**config.mk**
```make
export PLATFORM = sky130hd
export DESIGN_NAME = conv_engine_param
export DESIGN_NICKNAME = d
export VERILOG_FILES = /design/src/rtl/conv_pkg.sv /design/src/rtl/conv_mac_row.sv /design/src/rtl/conv_engine_param.sv
export SDC_FILE = /design/constraint.sdc
export NUM_CORES = 1
export LEC_CHECK = 0
export BUFFER_PORTS_ARGS = -buffer_cell sky130_fd_sc_hd__buf_4
export CORE_MARGIN = 2
export CORE_UTILIZATION = 63
export DETAILED_ROUTE_END_ITERATION = 10
export PLACE_DENSITY_LB_ADDON = 0.12
export SLEW_MARGIN = 15
export SYNTH_ARGS = -nofsm -noshare
export SYNTH_HDL_FRONTEND = slang
export SYNTH_SLANG_ARGS = --single-unit
```
**constraint.sdc**
```tcl
create_clock -name sclk -period 5.3 [get_ports sclk]
set_input_delay 1.06 -clock sclk [delete_from_list [all_inputs] [get_ports sclk]]
set_output_delay 1.06 -clock sclk [all_outputs]
set_load 0.01 [all_outputs]
```
**src/rtl/conv_pkg.sv**
```systemverilog
// Shared types and helpers for the parametrised convolution engine.
package conv_pkg;

  localparam logic [1:0] ST_IDLE   = 2'd0;
  localparam logic [1:0] ST_LOAD_W = 2'd1;
  localparam logic [1:0] ST_RUN    = 2'd2;
  localparam logic [1:0] ST_DRAIN  = 2'd3;

  typedef enum logic [1:0] {
    S_IDLE   = ST_IDLE,
    S_LOAD_W = ST_LOAD_W,
    S_RUN    = ST_RUN,
    S_DRAIN  = ST_DRAIN
  } state_t;

  // Never returns 0, so single-entry ranges still get a 1-bit counter.
  function automatic int clog2(input int n);
    int r;
    r = 0;
    while ((1 << r) < n) r++;
    return (r < 1) ? 1 : r;
  endfunction

  function automatic int acc_w(input int w_width, input int pix_w, input int k);
    return w_width + pix_w + 2 * clog2(k) + 1;
  endfunction

  function automatic logic signed [63:0] sat(input logic signed [63:0] x, input int ow);
    logic signed [63:0] hi, lo;
    hi = (64'sd1 <<< (ow - 1)) - 64'sd1;
    lo = -hi - 64'sd1;
    if (x > hi) return hi;
    if (x < lo) return lo;
    return x;
  endfunction

endpackage

```
**src/rtl/conv_mac_row.sv**
```systemverilog
// One kernel row: K-tap dot product of unsigned pixels with signed weights, purely combinational.
module conv_mac_row
  import conv_pkg::*;
#(
  parameter int PIX_W   = 1,
  parameter int W_WIDTH = 8,
  parameter int K       = 5,
  parameter int ACC_W   = 16
) (
  input  logic [K*PIX_W-1:0]      pix,
  input  logic [K*W_WIDTH-1:0]    w,
  output logic signed [ACC_W-1:0] dot
);

  localparam int PW = PIX_W + W_WIDTH + 1;

  logic signed [PW-1:0] a, b, prod;

  always_comb begin
    dot  = '0;
    a    = '0;
    b    = '0;
    prod = '0;
    for (int c = 0; c < K; c++) begin
      a    = $signed({{(W_WIDTH + 1){1'b0}}, pix[c*PIX_W +: PIX_W]});
      b    = $signed({{(PIX_W + 1){w[c*W_WIDTH + W_WIDTH - 1]}}, w[c*W_WIDTH +: W_WIDTH]});
      prod = a * b;
      dot  = dot + ACC_W'(prod);
    end
  end

endmodule

```
**src/rtl/conv_engine_param.sv**
```systemverilog
// KxK sliding-window conv engine: column read to conv_rslt_vld is 4 cycles; strobe output, no back-pressure.
// Build option CONV_RELU_EN: clamp negative results to zero in the output stage.
module conv_engine_param
  import conv_pkg::*;
#(
  parameter int PIX_W   = 1,
  parameter int W_WIDTH = 8,
  parameter int B_WIDTH = 8,
  parameter int K       = 5,
  parameter int IMG_W   = 28,
  parameter int IMG_H   = 28,
  parameter int N_KER   = 30,
  parameter int OUT_W   = 16
) (
  input  logic                           sclk,
  input  logic                           s_rst_n,
  input  logic                           cal_start,
  output logic                           busy,
  output logic                           done,
  output logic [clog2(IMG_W)-1:0]        data_rd_addr,
  output logic [clog2(IMG_H)-1:0]        row_cnt,
  input  logic [K*PIX_W-1:0]             col_data,
  output logic [clog2(N_KER*K)-1:0]      param_rd_addr,
  output logic [clog2(N_KER)-1:0]        conv_cnt,
  input  logic [K*W_WIDTH-1:0]           param_w,
  input  logic signed [B_WIDTH-1:0]      param_bias,
  output logic signed [OUT_W-1:0]        conv_rslt,
  output logic                           conv_rslt_vld,
  output logic [clog2(IMG_W)-1:0]        rslt_col
);

  localparam int AW    = clog2(IMG_W);
  localparam int RW    = clog2(IMG_H);
  localparam int PAW   = clog2(N_KER * K);
  localparam int KW    = clog2(N_KER);
  localparam int LW    = clog2(K + 1);
  localparam int ACC_W = acc_w(W_WIDTH, PIX_W, K);

  localparam logic [AW-1:0] COL_LAST  = AW'(IMG_W - 1);
  localparam logic [AW-1:0] WIN_FIRST = AW'(K - 1);
  localparam logic [RW-1:0] ROW_LAST  = RW'(IMG_H - K);
  localparam logic [KW-1:0] KER_LAST  = KW'(N_KER - 1);
  localparam logic [LW-1:0] LD_LAST   = LW'(K);
  localparam logic [LW-1:0] LD_ADDR_END = LW'(K - 1);

  state_t                         state;
  logic [LW-1:0]                  ld_cnt;
  logic [K-1:0][K*W_WIDTH-1:0]    w_arr;
  logic signed [B_WIDTH-1:0]      bias_r;

  logic                           rd_vld;
  logic [AW-1:0]                  rd_col;
  logic [K-1:1][K*PIX_W-1:0]      win;
  logic [K-1:0][K*PIX_W-1:0]      view;
  logic [K-1:0][ACC_W-1:0]        dot;

  logic                           s1_vld, s2_vld;
  logic [AW-1:0]                  s1_col, s2_col;
  logic [K-1:0][ACC_W-1:0]        s1_dot;
  logic signed [ACC_W-1:0]        s2_sum, row_sum;
  logic signed [63:0]             sat_v;
  logic signed [OUT_W-1:0]        res_c;

  always_ff @(posedge sclk or negedge s_rst_n) begin
    if (!s_rst_n) begin
      state         <= S_IDLE;
      busy          <= 1'b0;
      done          <= 1'b0;
      data_rd_addr  <= '0;
      row_cnt       <= '0;
      param_rd_addr <= '0;
      conv_cnt      <= '0;
      ld_cnt        <= '0;
      w_arr         <= '0;
      bias_r        <= '0;
    end else begin
      done <= 1'b0;
      case (state)
        S_IDLE: if (cal_start) begin
          state         <= S_LOAD_W;
          busy          <= 1'b1;
          data_rd_addr  <= '0;
          row_cnt       <= '0;
          param_rd_addr <= '0;
          conv_cnt      <= '0;
          ld_cnt        <= '0;
        end
        S_LOAD_W: begin
          // Weight data trails the address by one cycle, hence K+1 cycles here.
          ld_cnt <= ld_cnt + LW'(1);
          if (ld_cnt != '0) w_arr <= {param_w, w_arr[K-1:1]};
          if (ld_cnt < LD_ADDR_END) param_rd_addr <= param_rd_addr + PAW'(1);
          if (ld_cnt == LD_LAST) begin
            bias_r <= param_bias;
            state  <= S_RUN;
          end
        end
        S_RUN: begin
          if (data_rd_addr == COL_LAST) begin
            data_rd_addr <= '0;
            if (row_cnt == ROW_LAST) begin
              row_cnt <= '0;
              if (conv_cnt == KER_LAST) begin
                state <= S_DRAIN;
              end else begin
                conv_cnt      <= conv_cnt + KW'(1);
                param_rd_addr <= param_rd_addr + PAW'(1);
                ld_cnt        <= '0;
                state         <= S_LOAD_W;
              end
            end else begin
              row_cnt <= row_cnt + RW'(1);
            end
          end else begin
            data_rd_addr <= data_rd_addr + AW'(1);
          end
        end
        S_DRAIN: if (!rd_vld && !s1_vld && !s2_vld) begin
          done  <= 1'b1;
          busy  <= 1'b0;
          state <= S_IDLE;
        end
        default: state <= S_IDLE;
      endcase
    end
  end

  // The arriving column feeds stage1 directly, so the window only stores K-1 older columns.
  assign view = {col_data, win};

  for (genvar r = 0; r < K; r++) begin : g_row
    logic [K*PIX_W-1:0]   pix_r;
    logic [K*W_WIDTH-1:0] w_r;
    for (genvar c = 0; c < K; c++) begin : g_tap
      assign pix_r[c*PIX_W +: PIX_W]   = view[c][r*PIX_W +: PIX_W];
      assign w_r[c*W_WIDTH +: W_WIDTH] = w_arr[c][r*W_WIDTH +: W_WIDTH];
    end
    conv_mac_row #(
      .PIX_W  (PIX_W),
      .W_WIDTH(W_WIDTH),
      .K      (K),
      .ACC_W  (ACC_W)
    ) u_mac (
      .pix(pix_r),
      .w  (w_r),
      .dot(dot[r])
    );
  end

  always_comb begin
    row_sum = ACC_W'(bias_r);
    for (int r = 0; r < K; r++) row_sum = row_sum + $signed(s1_dot[r]);
  end

  always_comb begin
    sat_v = sat(64'(s2_sum), OUT_W);
    res_c = OUT_W'(sat_v);
`ifdef CONV_RELU_EN
    if (sat_v[63]) res_c = '0;
`endif
  end

  always_ff @(posedge sclk or negedge s_rst_n) begin
    if (!s_rst_n) begin
      rd_vld        <= 1'b0;
      rd_col        <= '0;
      win           <= '0;
      s1_vld        <= 1'b0;
      s1_col        <= '0;
      s1_dot        <= '0;
      s2_vld        <= 1'b0;
      s2_col        <= '0;
      s2_sum        <= '0;
      conv_rslt     <= '0;
      conv_rslt_vld <= 1'b0;
      rslt_col      <= '0;
    end else begin
      rd_vld <= (state == S_RUN);
      rd_col <= data_rd_addr;
      if (rd_vld) begin
        if (rd_col == COL_LAST) win <= '0;
        else                    win <= view[K-1:1];
      end
      s1_vld        <= rd_vld && (rd_col >= WIN_FIRST);
      s1_col        <= rd_col - WIN_FIRST;
      s1_dot        <= dot;
      s2_vld        <= s1_vld;
      s2_col        <= s1_col;
      s2_sum        <= row_sum;
      conv_rslt_vld <= s2_vld;
      rslt_col      <= s2_col;
      conv_rslt     <= res_c;
    end
  end

endmodule

```
==> flow_summary.yaml, run 1 <==
yosys:
  synth-async-reset-ratio_pct: 100
  synth_cells: 2328
  syn-cell-area_sq_mm: 0.0257
  synth_nets: 2812
  synth_edf_count: 0
  synth_seq_cells: 394
  synth_top_area_cell: "dfrtp_1"
  yosys_warnings: 0
  syn_area_per_cell_sq_um: 11.0
  synth_ff_type: "dfrtp_1"
  synthTopCellsByArea: "dfrtp_1, ha_1, fa_1"
  synth_top_area_share_pct: 38.3
  synth_cell_types: 61
  yosysSeqAreaShare_pct: 38.3
power:
  p_switching_mw: 7.23
  power.internal_mw: 10.2
  design_power_total_mw: 17.4
  combPwrFrac_pct: 59.3
  p_leak_nw: 14.3
  p_seq_share_pct: 23.5
  p_clk_share_pct: 17.2
  p_sw_share_pct: 41.6
  ir_worst_vdd_uv: 1010
  power_density_mw_per_mm2: 610
layout:
  final_cell_mix: "inv_1, dfrtp_1, ha_1, mux2_2, and2_1"
  final_common_cell: "inv_1"
  regArea_sq_mm: 0.00987
  nFillCells: 2980
  drive_gt1_share_pct: 17.2
  multi_input_area_sq_mm: 0.0142
  final_nets: 2913
  area_growth_pct: 10.8
routing:
  drt_wl_total_um: 48500
  wl_per_cell_um: 16.2
  dr_total_vias: 16023
  post-route-drc-count: 0
  viasPerCell: 5.35
  drt_iter0_drc: 710
  dr.pass1.iters: 5
  wirelength_met1_um: 22200
  top_layer: "met4"
  dr_wl_met2_um: 23100
  drt.antenna.violating_nets: 0
  wl_met3_um: 2070
critical_path:
  required_ns: 5.79
  cp-start-kind: "register"
  criticalPathCategory: "reg -> reg"
  endpoint_kind: "register"
  arrival_ns: 5.49
  cp_common_cell: "ha_1"
  slowest_delay_ns: 0.59
  path_cells: "and2_1 > ha_1 > ha_1 > inv_1 > fa_1 > inv_1 > ha_1 > a21o_1 > a21oi_2 > nand2b_1 > nand2_1 > a21oi_2 > xor2_1 > fa_1 > inv_1 > ha_1 > or2_2 > nor3_1 > o21ai_1 > a31o_2 > a21oi_1 > xnor2_1"
  crit_slowest_cell: "fa_1"
  critPathMaxFanout: 9
global_routing:
  grt_use_total_pct: 24.2
  grt_max_degree: 134
  grt_pass1_wl_um: 82500
  overflow: 0
  grt_pass1_vias: 16763
  antenna_found_initial: 1
clock_network:
  htreeDepth: 2
  cts_tree: "yes"
  clock_sinks: 394
  cts.path.max_buffers: 3
  cts_setup_buffers: 0
  clk_latency_ns: 0.57
  cts_buffers: 43
  ctsRootBufferMaster: "clkbuf_16"
  path_clk_slew_ns: 0.06
sta:
  rsz0062_at_grt: "false"
  hold_violations: 0
  setup_viol: 0
  tns_ns: 0
  drv_slew: 0
  fmax_mhz: 200
  maxSlewHeadroom_pct: 25.8
  period_share_pct: 94.3
  timing.hold.ws_ns: 0.342
  tightest_slew_ns: 1.11
  finClkSkew_ns: 0.0143
  period_minus_slack_ns: 5.00
die:
  dieWidth_um: 206
  initial_core_util_pct: 63.4
  die_area_sq_mm: 0.0424
  die_h_um: 206
  row_count: 74
  io_pins: 103
  fp.coreArea_sq_mm: 0.0406
placement:
  dp_hpwl_um: 36500
  io_buffers: 102
  globalplace.congestion: 0.882
outcome:
  outcome: "completed"
job:
  maxCapViolCount: 0
worst_hold_path:
  hp-class: "reg -> reg"
## metrics by stage
step	util, %	worst slack [ns]	area (sq um)	cells
5_1_grt	70.3	0.00559	28500	2992
3_3_place_gp	66.7	0.287	27000	2916
3_5_place_dp	66.7	0.161	27000	2916
2_1_floorplan	-	0.556	25700	2328
4_1_cts	70.2	0.146	28500	2992
6_report	70.3	0.300	28500	2993
## Yosys cell counts (32+ instances only)
cell type and number:
a21o_1 32, a21oi_1 53, and2_1 191, dfrtp_1 394
fa_1 139, ha_1 289, inv_1 392, mux2_2 208
nand2_1 85, nand2b_1 49, nor2_1 45, o21ai_0 71
xnor2_1 59
## cells by family after synthesis
| logic type | count (synthesis) | synth area share [%] |
|---|---|---|
| multiplexers | 215 | 9.38 |
| AND/OR/NAND/NOR | 474 | 10.3 |
| XOR/XNOR | 86 | 2.93 |
| flip-flops | 394 | 38.3 |
| buffers and inverters | 447 | 6.65 |
| adder cells (fa/ha/maj) | 428 | 24.9 |
| AO/OA/AOI/OAI | 284 | 7.52 |
## cell type report
type	count	share of cell area, %
Timing Repair Buffer	111	3.08
Tap cell	532	2.34
Sequential cell	394	34.6
Clock inverter	17	0.637
Clock buffer	59	4.35
Antenna cell	1	0.00878
Inverter	392	5.16
Multi-Input combinational cell	1487	49.8
## metal layers
layer,track usage [%],vias to the layer above
li1,-,7835
met1,33.1,7889
met2,39.9,230
met3,4.16,69
met4,6.89,0
met5,0,-
## worst paths after layout
kind | start | end | slack (ns) | depth (start not counted)
hold / removal | s2_sum[1] | conv_rslt[1] | 0.34 | 0
setup reg to reg | g_row[2].pix_r[0] | s1_dot[44] | 0.30 | 22
hold reg to reg | s2_sum[1] | conv_rslt[1] | 0.34 | 0
setup / recovery | g_row[2].pix_r[0] | s1_dot[44] | 0.30 | 22
min in group asynchronous | s_rst_n | g_row[2].w_r[21] | 0.50 | 1
max in group asynchronous | s_rst_n | g_row[1].pix_r[2] | 3.61 | 2
## what timing repair did
action	4_1_cts	5_1_grt
resized for setup	0	14
hold buffers	0	0
setup endpoints to repair	0	17
hold endpoints to repair	0	0
## sequential cells by signal (all words and copies together) (netlist names), 2 cells and up
register,cells
rd_col,5
s2_sum,16
bias_r,8
param_rd_addr,8
g_row.pix_r,20
s2_col,5
state,2
g_row.w_r,200
row_cnt,5
ld_cnt,3
rslt_col,5
conv_cnt,5
data_rd_addr,5
s1_col,5
conv_rslt,16
s1_dot,80
## power groups by stage
stage          clock [mW]  sequential, mW  combinational, mW
5_1_grt              3.20            4.15               11.7
3_3_place_gp            0            4.13               9.90
6_report             2.99            4.09               10.3
4_1_cts              3.08            4.09               10.3
3_5_place_dp            0            4.14               10.1
2_1_floorplan           0            4.02               7.88
## critical path: cells and delay by family (launching register included)
kind,cells,cell delay [ns]
simple gates,5,0.86
xor+xnor,2,0.23
fa+ha+maj,6,2.13
flops,1,0.46
compound gates,6,1.07
buf+inv,3,0.15
Power figures use the tool's default switching activity.
==> run 2, diff against run 1 <==
Settings changed: CORE_ASPECT_RATIO set to 0.5, CORE_UTILIZATION 63 to 65.
Clock period 5.3 ns to 5.78 ns, I/O delays scaled along.
==> flow_summary.yaml, run 2 (synthesized netlist as in run 1, its figures left out) <==
sta:
  drv_slew: 0
  period_minus_slack_ns: 5.25
  fmax_mhz: 191
  tightest_slew_ns: 0.916
  maxSlewHeadroom_pct: 38.9
  rsz0062_at_grt: "false"
  period_share_pct: 90.8
  finClkSkew_ns: 0.0199
  hold_violations: 0
  tns_ns: 0
  setup_viol: 0
layout:
  area_growth_pct: 9.47
  final_cell_mix: "dfrtp_1, inv_1, ha_1, mux2_2, and2_1"
  drive_gt1_share_pct: 16.4
  largest_reg_flops: 200
  final_nets: 2906
  final_common_cell: "dfrtp_1"
  diodes: 0
  nFillCells: 2825
critical_path:
  crit_slowest_cell: "fa_1"
  cp_top_family: "adder cells"
  slowest_delay_ns: 0.49
  endpoint_kind: "register"
  criticalPathCategory: "reg -> reg"
  path_cells: "and2_1 > ha_1 > ha_1 > fa_1 > ha_1 > fa_1 > a21o_1 > a21oi_1 > o21bai_1 > a21oi_1 > xnor2_1 > ha_1 > nand2b_1 > ha_1 > a21o_1 > a21oi_2 > nand2b_1 > a2111oi_2 > nor2_1 > xnor2_1"
  arrival_ns: 5.66
  cp-start-kind: "register"
  critPathMaxFanout: 10
  required_ns: 6.20
  cp_num_buf_inv: 0
  reg2reg_slack_ns: 0.53
  cp_common_cell: "ha_1"
global_routing:
  overflow: 0
  grt_max_degree: 117
  grt_pass1_vias: 16085
  grt_use_total_pct: 24.8
  grt_pass1_wl_um: 81300
  antenna_found_initial: 0
clock_network:
  htreeDepth: 2
  cts_setup_buffers: 0
  clk_latency_ns: 0.53
  cts.path.max_buffers: 3
  cts_buffers: 36
  clock_sinks: 394
  path_clk_slew_ns: 0.07
  cts_resized: 0
  cts_tree: "yes"
  ctsRootBufferMaster: "clkbuf_16"
  cts_hold_repair.buffers: 0
die:
  io_pins: 103
  initial_core_util_pct: 66.1
  fp.coreArea_sq_mm: 0.0389
  row_count: 51
  dieWidth_um: 285
  die_area_sq_mm: 0.0413
  die_h_um: 145
placement:
  io_buffers: 102
  dp_hpwl_um: 37000
  globalplace.congestion: 0.921
routing:
  dr.pass1.iters: 5
  wl_per_cell_um: 16.3
  drt_wl_total_um: 48600
  dr_total_vias: 15982
  post-route-drc-count: 0
  drt_iter0_drc: 880
  viasPerCell: 5.37
  drt.antenna.violating_nets: 0
power:
  p_leak_nw: 14.2
  power_density_mw_per_mm2: 580
  ir_worst_vdd_uv: 1290
  design_power_total_mw: 16.3
worst_hold_path:
  hp-class: "reg -> reg"
job:
  maxCapViolCount: 0
outcome:
  outcome: "completed"
==> run 2: stage by stage <==
stage               utilization (%)  area, sq um  hold WS (ns)  setup slack, ns  cells
finish                         72.3        28100         0.344            0.534   2977
CTS                            72.3        28100         0.347            0.534   2977
detailed placement             69.5        27000         0.335            0.622   2914
global placement               69.5        27000         0.331            0.797   2914
global route                   72.3        28100         0.348            0.254   2977
floorplan                         -        25700         0.331             1.04   2328
==> run 2: cell type report <==
type | count | area [sq um] | area share, %
well taps | 530 | 663 | 2.36
repair buffers | 111 | 878 | 3.12
multi-input cells | 1487 | 14200 | 50.3
clock buffers | 50 | 1020 | 3.64
inverters | 392 | 1470 | 5.23
clock inverters | 13 | 90.1 | 0.320
flip-flops and latches | 394 | 9860 | 35.0
==> run 2: worst paths after layout <==
kind,from,to,depth (start not counted)
worst max register to register,g_row[0].pix_r[2],s1_dot[11],20
min in group asynchronous,s_rst_n,s2_col[4],1
max in group asynchronous,s_rst_n,g_row[1].w_r[39],2
worst max-delay path,g_row[0].pix_r[2],s1_dot[11],20
worst min-delay path,s2_sum[1],conv_rslt[1],0
worst min register to register,s2_sum[1],conv_rslt[1],0
==> run 2: per-layer routing <==
metal  up-vias  GRT usage [%]  wire length (um)  share of wire [%]
met1      7821           36.5             23800                 49
met2       278           38.5             21300                 44
li1       7821              -                 -                  -
met3        62           5.06              2630                5.4
met5         -              0                 0                  0
met4         0           4.85               888                1.8
==> run 2: worst reg2reg max path: stages (launching register included) <==
cell and delay [ns]:
dfrtp_1 0.47, and2_1 0.19, ha_1 0.29, ha_1 0.33, fa_1 0.49, ha_1 0.24, fa_1 0.41, a21o_1 0.19
a21oi_1 0.23, o21bai_1 0.10, a21oi_1 0.22, xnor2_1 0.09, ha_1 0.17, nand2b_1 0.14, ha_1 0.33, a21o_1 0.19
a21oi_2 0.21, nand2b_1 0.11, a2111oi_2 0.47, nor2_1 0.12, xnor2_1 0.15
==> run 2: power by group <==
| group | internal, mW | total [mW] | switching (mW) |
|---|---|---|---|
| registers | 3.42 | 3.77 | 0.348 |
| clock network | 1.25 | 2.31 | 1.06 |
| logic | 4.27 | 10.3 | 5.99 |
